## config.mk

```make
export PLATFORM = sky130hd
export DESIGN_NAME = vc_arbiter
export DESIGN_NICKNAME = d
export VERILOG_FILES = /design/src/rtl/vc_arbiter.sv
export SDC_FILE = /design/constraint.sdc
export NUM_CORES = 1
export LEC_CHECK = 0
export CAP_MARGIN = 10
export CORE_AREA = 4 4 41 43
export DETAILED_ROUTE_END_ITERATION = 8
export DIE_AREA = 0 0 45 47
export DONT_BUFFER_PORTS = 1
export GPL_TIMING_DRIVEN = 1
export PLACE_DENSITY = 0.72
export SLEW_MARGIN = 0
export SYNTH_ARGS = -nofsm -noshare
export SYNTH_HDL_FRONTEND = slang
export SYNTH_SLANG_ARGS = --single-unit
```

## constraint.sdc

```tcl
create_clock -name clk -period 2.9 [get_ports clk]
set_input_delay 0.29 -clock clk [delete_from_list [all_inputs] [get_ports clk]]
set_output_delay 0.29 -clock clk [all_outputs]
set_load 0.01 [all_outputs]
```

## src/rtl/vc_arbiter.sv

```systemverilog
// Two-VC to two-destination arbiter: VC0 priority, per-word destination routing, one-cycle push pipeline.
// Optional VC1 anti-starvation burst guard enabled by defining VC_ARB_STARVE_GUARD_EN.
module vc_arbiter #(
    parameter int DATA_WIDTH = 6,
    parameter int BURST_MAX  = 4
) (
    input  logic                  clk,
    input  logic                  reset,
    input  logic                  active,
    input  logic                  vc0_empty,
    input  logic                  vc1_empty,
    input  logic [DATA_WIDTH-1:0] vc0_data,
    input  logic [DATA_WIDTH-1:0] vc1_data,
    input  logic                  d0_almost_full,
    input  logic                  d1_almost_full,
    output logic                  vc0_pop,
    output logic                  vc1_pop,
    output logic                  d0_push,
    output logic                  d1_push,
    output logic [DATA_WIDTH-1:0] d0_data,
    output logic [DATA_WIDTH-1:0] d1_data,
    output logic [1:0]            arb_state
);

    typedef enum logic [1:0] {
        ST_OFF  = 2'd0,
        ST_WAIT = 2'd1,
        ST_GNT0 = 2'd2,
        ST_GNT1 = 2'd3
    } arb_state_t;

    arb_state_t r_state;
    arb_state_t w_next_state;

    logic                  w_elig0;
    logic                  w_elig1;
    logic                  w_guard;
    logic                  w_grant0;
    logic                  w_grant1;
    logic                  w_any_grant;
    logic [DATA_WIDTH-1:0] w_word;
    logic                  w_word_dest;

    logic                  r_d0_push;
    logic                  r_d1_push;
    logic [DATA_WIDTH-1:0] r_d0_data;
    logic [DATA_WIDTH-1:0] r_d1_data;

    // Eligibility looks at the almost-full flag of the FIFO each head word is bound for.
    assign w_elig0 = !vc0_empty && !(vc0_data[DATA_WIDTH-1] ? d1_almost_full : d0_almost_full);
    assign w_elig1 = !vc1_empty && !(vc1_data[DATA_WIDTH-1] ? d1_almost_full : d0_almost_full);

`ifdef VC_ARB_STARVE_GUARD_EN
    localparam int CNT_W = $clog2(BURST_MAX + 1);
    localparam logic [CNT_W-1:0] BURST_LIM = CNT_W'(BURST_MAX);

    logic [CNT_W-1:0] r_burst;

    assign w_guard = (r_burst == BURST_LIM) && w_elig1;

    // Burst counter: counts VC0 wins that held off an eligible VC1.
    always_ff @(posedge clk or negedge reset) begin
        if (!reset) begin
            r_burst <= {CNT_W{1'b0}};
        end else if (w_grant1) begin
            r_burst <= {CNT_W{1'b0}};
        end else if (w_grant0 && w_elig1) begin
            r_burst <= r_burst + {{(CNT_W-1){1'b0}}, 1'b1};
        end else begin
            r_burst <= r_burst;
        end
    end
`else
    assign w_guard = 1'b0;
`endif

    assign w_grant1    = active && (w_guard || (!w_elig0 && w_elig1));
    assign w_grant0    = active && w_elig0 && !w_guard;
    assign w_any_grant = w_grant0 || w_grant1;
    assign w_word      = w_grant0 ? vc0_data : vc1_data;
    assign w_word_dest = w_word[DATA_WIDTH-1];

    // Next-state decode from the current grant decision.
    always_comb begin
        w_next_state = ST_OFF;
        if (!active) begin
            w_next_state = ST_OFF;
        end else if (w_grant0) begin
            w_next_state = ST_GNT0;
        end else if (w_grant1) begin
            w_next_state = ST_GNT1;
        end else begin
            w_next_state = ST_WAIT;
        end
    end

    // State register.
    always_ff @(posedge clk or negedge reset) begin
        if (!reset) begin
            r_state <= ST_OFF;
        end else begin
            r_state <= w_next_state;
        end
    end

    // Push pipeline: popped word lands on its destination one cycle later; data holds otherwise.
    always_ff @(posedge clk or negedge reset) begin
        if (!reset) begin
            r_d0_push <= 1'b0;
            r_d1_push <= 1'b0;
            r_d0_data <= {DATA_WIDTH{1'b0}};
            r_d1_data <= {DATA_WIDTH{1'b0}};
        end else begin
            r_d0_push <= w_any_grant && !w_word_dest;
            r_d1_push <= w_any_grant && w_word_dest;
            if (w_any_grant && !w_word_dest) begin
                r_d0_data <= w_word;
            end else begin
                r_d0_data <= r_d0_data;
            end
            if (w_any_grant && w_word_dest) begin
                r_d1_data <= w_word;
            end else begin
                r_d1_data <= r_d1_data;
            end
        end
    end

    assign vc0_pop   = w_grant0;
    assign vc1_pop   = w_grant1;
    assign d0_push   = r_d0_push;
    assign d1_push   = r_d1_push;
    assign d0_data   = r_d0_data;
    assign d1_data   = r_d1_data;
    assign arb_state = r_state;

endmodule

```

==> key figures, run 1 <==
CTS
  • CTS buffer count: 3
  • CTS tree: built
  • H-tree levels: 1
  • Clk slew on worst S/H paths: 0.09 ns
  • CTS root buf: clkbuf_4
  • Clock tree buffer depth: 2
  • Clk_lat worst skew: 0.28 ns
  • # resized after CTS: 0
  • Clk sinks: 16

Floorplanning
  • Initial Util: between 50% and 60%
  • DIE HEIGHT: 47 um
  • Core box area: approximately 1300 um2
  • Row Count: 13
  • Die area: ~2100 um2
  • # IOs: 37
  • Chip width: 45 um

Global routing
  • Largest net degree at the start of global routing: 17
  • Grt ovf: 0
  • GRT Overall Usage: between 10% and 20%
  • Vias in the first global route: 453
  • Met1 Usage GRT: roughly 14%
  • GRT met3 Usage: under 10%
  • Most Used Layer, Global Route: met2
  • First-pass GRT wire length: about 2.1 mm
  • Met2 usage: 24.01%
  • Initial antenna violation count: 0

Synthesis
  • Sequential area share after synthesis: a little over half
  • Share of the synthesized area in the top cell type: a little over half
  • Synth area leader: dfrtp_1
  • Asr flop ratio synth: between 90% and 100%
  • Synth cell types: 13
  • Yosys reg bits: 16
  • Synth Area per Inst: roughly 13 um2
  • Synth warn: 0
  • Synth top cells by count: dfrtp_1, mux2i_1, inv_1
  • Synth Instances: 57
  • Post-Syn Area: between 700 and 800 um2
  • Cell with the most instances after synthesis: dfrtp_1
  • Post-synth top flop: dfrtp_1
  • Post-Syn Nets: 76
  • EDFF count, synth: 0
  • Top post-synthesis cells by area: dfrtp_1, mux2i_1, o32ai_4, inv_1, o21ai_4

STA
  • Final hold slack: ~0.15 ns
  • Setup violations, final: 0
  • Fmax: between 0.5 and 0.6 GHz
  • Period utilization: 57.82%
  • RSZ-0062 raised after global routing: false
  • Sum of negative setup slack: 0 ns
  • Max Clock Skew: 0 ns
  • Final max-slew violation count: 0
  • Final worst slack: roughly 1.2 ns
  • Hold Violations, Final: 0
  • Crit path time final: ~1.7 ns
  • Slew margin rel.: a little over half
  • Worst slew pin tran: roughly 0.68 ns

Placed design
  • Hpwl dp: approximately 1 mm
  • Cells after DPL: 71
  • IO Port Bufs: 0
  • Routability cong.: around 0.64
  • Pre-CTS WS: around 0.95 ns
  • Post-DP Area: between 700 and 800 um2

Route
  • Drt pass-1 iters: 3
  • Via total after detailed routing: approximately 400
  • Post-route ant nets: 0
  • Iter 0 DRT Violations: 4
  • Detailed Route WL: 1.280 mm
  • WL/cell: approximately 17 um
  • Number of remaining DRC errors: 0
  • Vias/cell: between 5 and 6

Pwr
  • Leak pwr: roughly 0.40 nW
  • Max VDD drop: 410.5 uV
  • Total Power: 530.8 uW
  • Power Density: 662.9 nW/um2

Worst setup path
  • Worst Path Arrival: 1.39 ns
  • Crit path launch type: primary input
  • CP max FO: 9
  • CP required: ~2.6 ns
  • Cell family with most CP delay: simple AND/OR/NAND/NOR gates
  • RR Endpoint: d1_data[5]$_DFFE_PN0P_
  • Highest cell delay on the worst timing path: around 0.6 ns
  • Critical setup path kind: in -> out
  • Crit path buffers/inverters: 1
  • Worst r2r src: d1_data[5]$_DFFE_PN0P_
  • Endpoint class of the critical path: output pin
  • Reg2reg path depth: 1
  • CP max-delay cell: or3b_1
  • FF-to-FF setup slack: between 2 and 2.5 ns
  • Cell Chain, Critical Path: mux2_4 > or3b_1 > inv_1

Outcome
  • Outcome: complete, no violations

Worst hold path
  • Hold Crit Depth: 2
  • Min-delay src: active
  • Worst min path class: in -> reg
  • Hold EP: arb_state[0]$_DFF_PN0_

Layout
  • Share of layout cells above drive strength 1: around 16%
  • Multi-input logic area: between 200 and 300 um2
  • Antenna Cells: 0
  • Fillers: about 110
  • Area occupied by registers: 400.4 um2
  • Post-layout net count: 81
  • Final Util: 61.54%
  • Design area: ~800 um2
  • Post-route insts no fill: 76
  • Synth-to-Final Area Change: 7.203%

Run
  • Max-cap check violation count: 0
sequential cells by signal, summed over array words and instances, names as in the netlist:
| name | flops |
|---|---|
| d0_data | 6 |
| d1_data | 6 |
| arb_state | 2 |
| d0_push | 1 |
| d1_push | 1 |
per-layer routing:
layer  vias to the layer above  wire length (um)
met2                        21               657
met3                         3               140
met4                         0                 8
met5                         -                 0
met1                       191               474
li1                        193                 -
layout by cell type (no fill, tap or decap), types with 2 or more instances in the layout:
| master | n |
|---|---|
| or2_2 | 2 |
| dfrtp_1 | 16 |
| inv_1 | 14 |
| o32ai_4 | 2 |
| mux2i_1 | 15 |
| clkbuf_4 | 3 |
cells by family after synthesis:
kind of cell / count (synthesis) / share of synthesized area [%]
muxes: 16 / 22.11
and+or+nand+nor: 6 / 5.193
buffers and inverters: 15 / 8.543
DFF: 16 / 53.60
AOI/OAI and AO/OA: 4 / 10.55
layout make-up:
class	count	share of cell area, %
Sequential cell	16	50.00
Multi-Input combinational cell	26	35.31
Inverter	14	6.563
Clock buffer	4	4.531
Tap cell	15	2.344
Timing Repair Buffer	1	1.250
repair_timing:
action / 4_1_cts / 5_1_grt
hold buffers: 1 / 0
setup buffers: 0 / 0
hold endpoints to repair: 16 / 0
how the worst max path moves through the flow:
stage	depth (start not counted)	to	slack, ns	from
2_1_floorplan	5	d0_data[0]$_DFFE_PN0P_	1.28	vc0_data[5]
3_3_place_gp	4	d0_data[3]$_DFFE_PN0P_	1.01	vc0_data[5]
3_5_place_dp	4	d0_data[3]$_DFFE_PN0P_	0.95	vc0_data[5]
4_1_cts	3	vc0_pop	1.21	vc0_data[5]
5_1_grt	3	vc0_pop	1.17	vc0_data[5]
6_report	3	vc0_pop	1.22	vc0_data[5]
report_power, final:
group	total (mW)	leakage, nW	switching, mW	internal, mW
clock network	0.144	0.0210	0.0680	0.0764
registers	0.314	0.190	0.0490	0.265
logic	0.0719	0.190	0.0389	0.0330
total	0.531	0.401	0.156	0.375
Note: power is estimated with default switching activity, not from simulation.
==> run 2, diff against run 1 <==
- CORE_AREA: 4 4 41 43 -> not set
- CORE_MARGIN: not set -> 4
- CORE_UTILIZATION: not set -> 52
- DIE_AREA: 0 0 45 47 -> not set
- PLACE_DENSITY: 0.72 -> 0.7
- clock period: 2.9 -> 1.5 ns (I/O delays scaled with it)
==> key figures, run 2 (synthesized netlist as in run 1, its figures left out) <==
Outcome
  • Outcome: complete, no violations (unchanged)

STA
  • RSZ-0062 raised after global routing: false (unchanged)
  • Slew margin rel.: 54.90% (was 54.63%)
  • Final max-slew violation count: 0 (unchanged)
  • Period utilization: between 90 and 100%
  • Worst slew pin tran: 0.6742 ns (was 0.6783 ns)
  • Crit path time final: 1.360 ns
  • Max Clock Skew: 0 ns (unchanged)
  • Setup violations, final: 0 (unchanged)
  • Final hold slack: 0.01717 ns (was 0.1507 ns)
  • Fmax: 0.7351 GHz
  • Hold Violations, Final: 0 (unchanged)

Global routing
  • Largest net degree at the start of global routing: 17 (unchanged)
  • Initial antenna violation count: 0 (unchanged)
  • Grt ovf: 0 (unchanged)
  • Vias in the first global route: 443 (was 453)
  • First-pass GRT wire length: 1.994 mm (was 2.083 mm)
  • GRT Overall Usage: 13.20% (was 14.11%)

Route
  • Detailed Route WL: 1.232 mm (was 1.280 mm)
  • Iter 0 DRT Violations: 7 (was 4)
  • Number of remaining DRC errors: 0 (unchanged)
  • Vias/cell: 5.263 (was 5.368)
  • Drt pass-1 iters: 4 (was 3)
  • WL/cell: 15.40 um (was 16.84 um)
  • Via total after detailed routing: 421 (was 408)
  • Post-route ant nets: 0 (unchanged)

Worst setup path
  • Reg2reg path depth: 1 (unchanged)
  • Crit path launch type: primary input (unchanged)
  • FF-to-FF setup slack: 0.67 ns (was 2.06 ns)
  • Critical setup path kind: in -> out (unchanged)
  • CP required: 1.35 ns (was 2.61 ns)
  • Crit. Startpoint: vc0_data[5] (unchanged)
  • Worst Path Arrival: 1.21 ns (was 1.39 ns)
  • Endpoint class of the critical path: output pin (unchanged)
  • CP max FO: 7 (was 9)
  • RR Endpoint: d1_data[5]$_DFFE_PN0P_ (unchanged)
  • Worst r2r src: d1_data[5]$_DFFE_PN0P_ (unchanged)

Worst hold path
  • Min-delay src: active (unchanged)
  • Hold EP: arb_state[0]$_DFF_PN0_ (unchanged)
  • Worst min path class: in -> reg (unchanged)
  • Hold Crit Depth: 2 (unchanged)

Placed design
  • Routability cong.: 0.6387 (was 0.6367)
  • Hpwl dp: 969.7 um (was 1.001 mm)
  • Post-DP Area: 797.0 um2 (was 754.5 um2)
  • IO Port Bufs: 0 (unchanged)

CTS
  • Clk_lat worst skew: 0.27 ns (was 0.28 ns)
  • CTS buffer count: 3 (unchanged)
  • # resized after CTS: 0 (unchanged)
  • Clk slew on worst S/H paths: 0.09 ns (about the same)
  • CTS tree: built (unchanged)
  • Post CTS Setup Buffer Count: 0 (unchanged)
  • H-tree levels: 1 (unchanged)
  • Clock tree buffer depth: 2 (unchanged)
  • CTS Hold Bufs: 1 (unchanged)
  • Clk sinks: 16 (unchanged)
  • CTS root buf: clkbuf_4 (unchanged)

Layout
  • Synth-to-Final Area Change: 12.90% (was 7.203%)
  • Commonest non-fill, non-tap cell in the layout: dfrtp_1 (unchanged)
  • Share of layout cells above drive strength 1: 21.54% (was 16.39%)
  • Design area: 843.3 um2 (was 800.8 um2)
  • Antenna Cells: 0 (unchanged)
  • Post-layout net count: 85 (was 81)
  • Most frequent cells in the layout: dfrtp_1, mux2i_1, inv_1, clkbuf_4, buf_4 (was dfrtp_1, mux2i_1, inv_1, clkbuf_4)

Floorplanning
  • Initial Util: 56.00% (was 57.40%)
  • Die area: 2107 um2 (was 2115 um2)
  • Core box area: 1334 um2 (was 1301 um2)
  • # IOs: 37 (unchanged)
  • DIE HEIGHT: 45.90 um (was 47 um)
  • Row Count: 13 (unchanged)
  • Chip width: 45.90 um (was 45 um)

Pwr
  • Max VDD drop: 730.2 uV (was 410.5 uV)
  • Power Density: 1224 nW/um2 (was 662.9 nW/um2)
  • Total Power: 1.032 mW (was 530.8 uW)
  • Leak pwr: 0.4234 nW (was 0.4005 nW)

Run
  • Max-cap check violation count: 0 (unchanged)
[run 2: cell types whose count changed in the layout (fill, tap and decap cells not counted), sizes merged]
cell | before | now
buf | 0 | 4
[run 2: report_power, final]
part           internal (mW)  switching, mW  total [mW]
clock                  0.147          0.130       0.278
sequential             0.513         0.0951       0.608
combinational         0.0735         0.0728       0.146
total                  0.734          0.298        1.03
[run 2: stage by stage]
step           setup TNS [ns]  worst slack [ns]  cells  utilization (%)
6_report                    0            0.1397     80            63.23
5_1_grt                     0            0.1168     80            63.23
4_1_cts                     0            0.1366     80            63.23
3_5_place_dp          -0.4508          -0.06685     75            59.76
3_3_place_gp          -0.1783          -0.02836     75            59.76
2_1_floorplan               0           0.01631     57                -
[run 2: worst max path at each step]
| stage | cells past startpoint | to | slack [ns] |
|---|---|---|---|
| after floorplan | 5 | d0_data[0]$_DFFE_PN0P_ | 0.02 |
| after global placement | 5 | d1_data[3]$_DFFE_PN0P_ | -0.03 |
| after detailed placement | 5 | d1_data[3]$_DFFE_PN0P_ | -0.07 |
| after CTS | 4 | vc0_pop | 0.14 |
| after global routing | 4 | vc0_pop | 0.12 |
| final | 4 | vc0_pop | 0.14 |
[run 2: layer usage]
metal	track usage (%)	up-vias	part of all wire [%]
li1	-	200	-
met1	16.22	200	37
met2	20.88	21	52
met3	5.929	0	11
met4	3.409	0	0
met5	0	-	0
[run 2: cell type report]
class,count,area (um2)
flip-flops and latches,16,400.4
multi-input cells,26,282.8
repair buffers,5,52.55
inverters,14,52.55
fillers,110,490.5
well taps,15,18.77
clock buffers,4,36.28
[run 2: critical path: stages]
cell	delay, ns
mux2_4	0.28
or3b_1	0.46
buf_4	0.22
inv_1	0.10
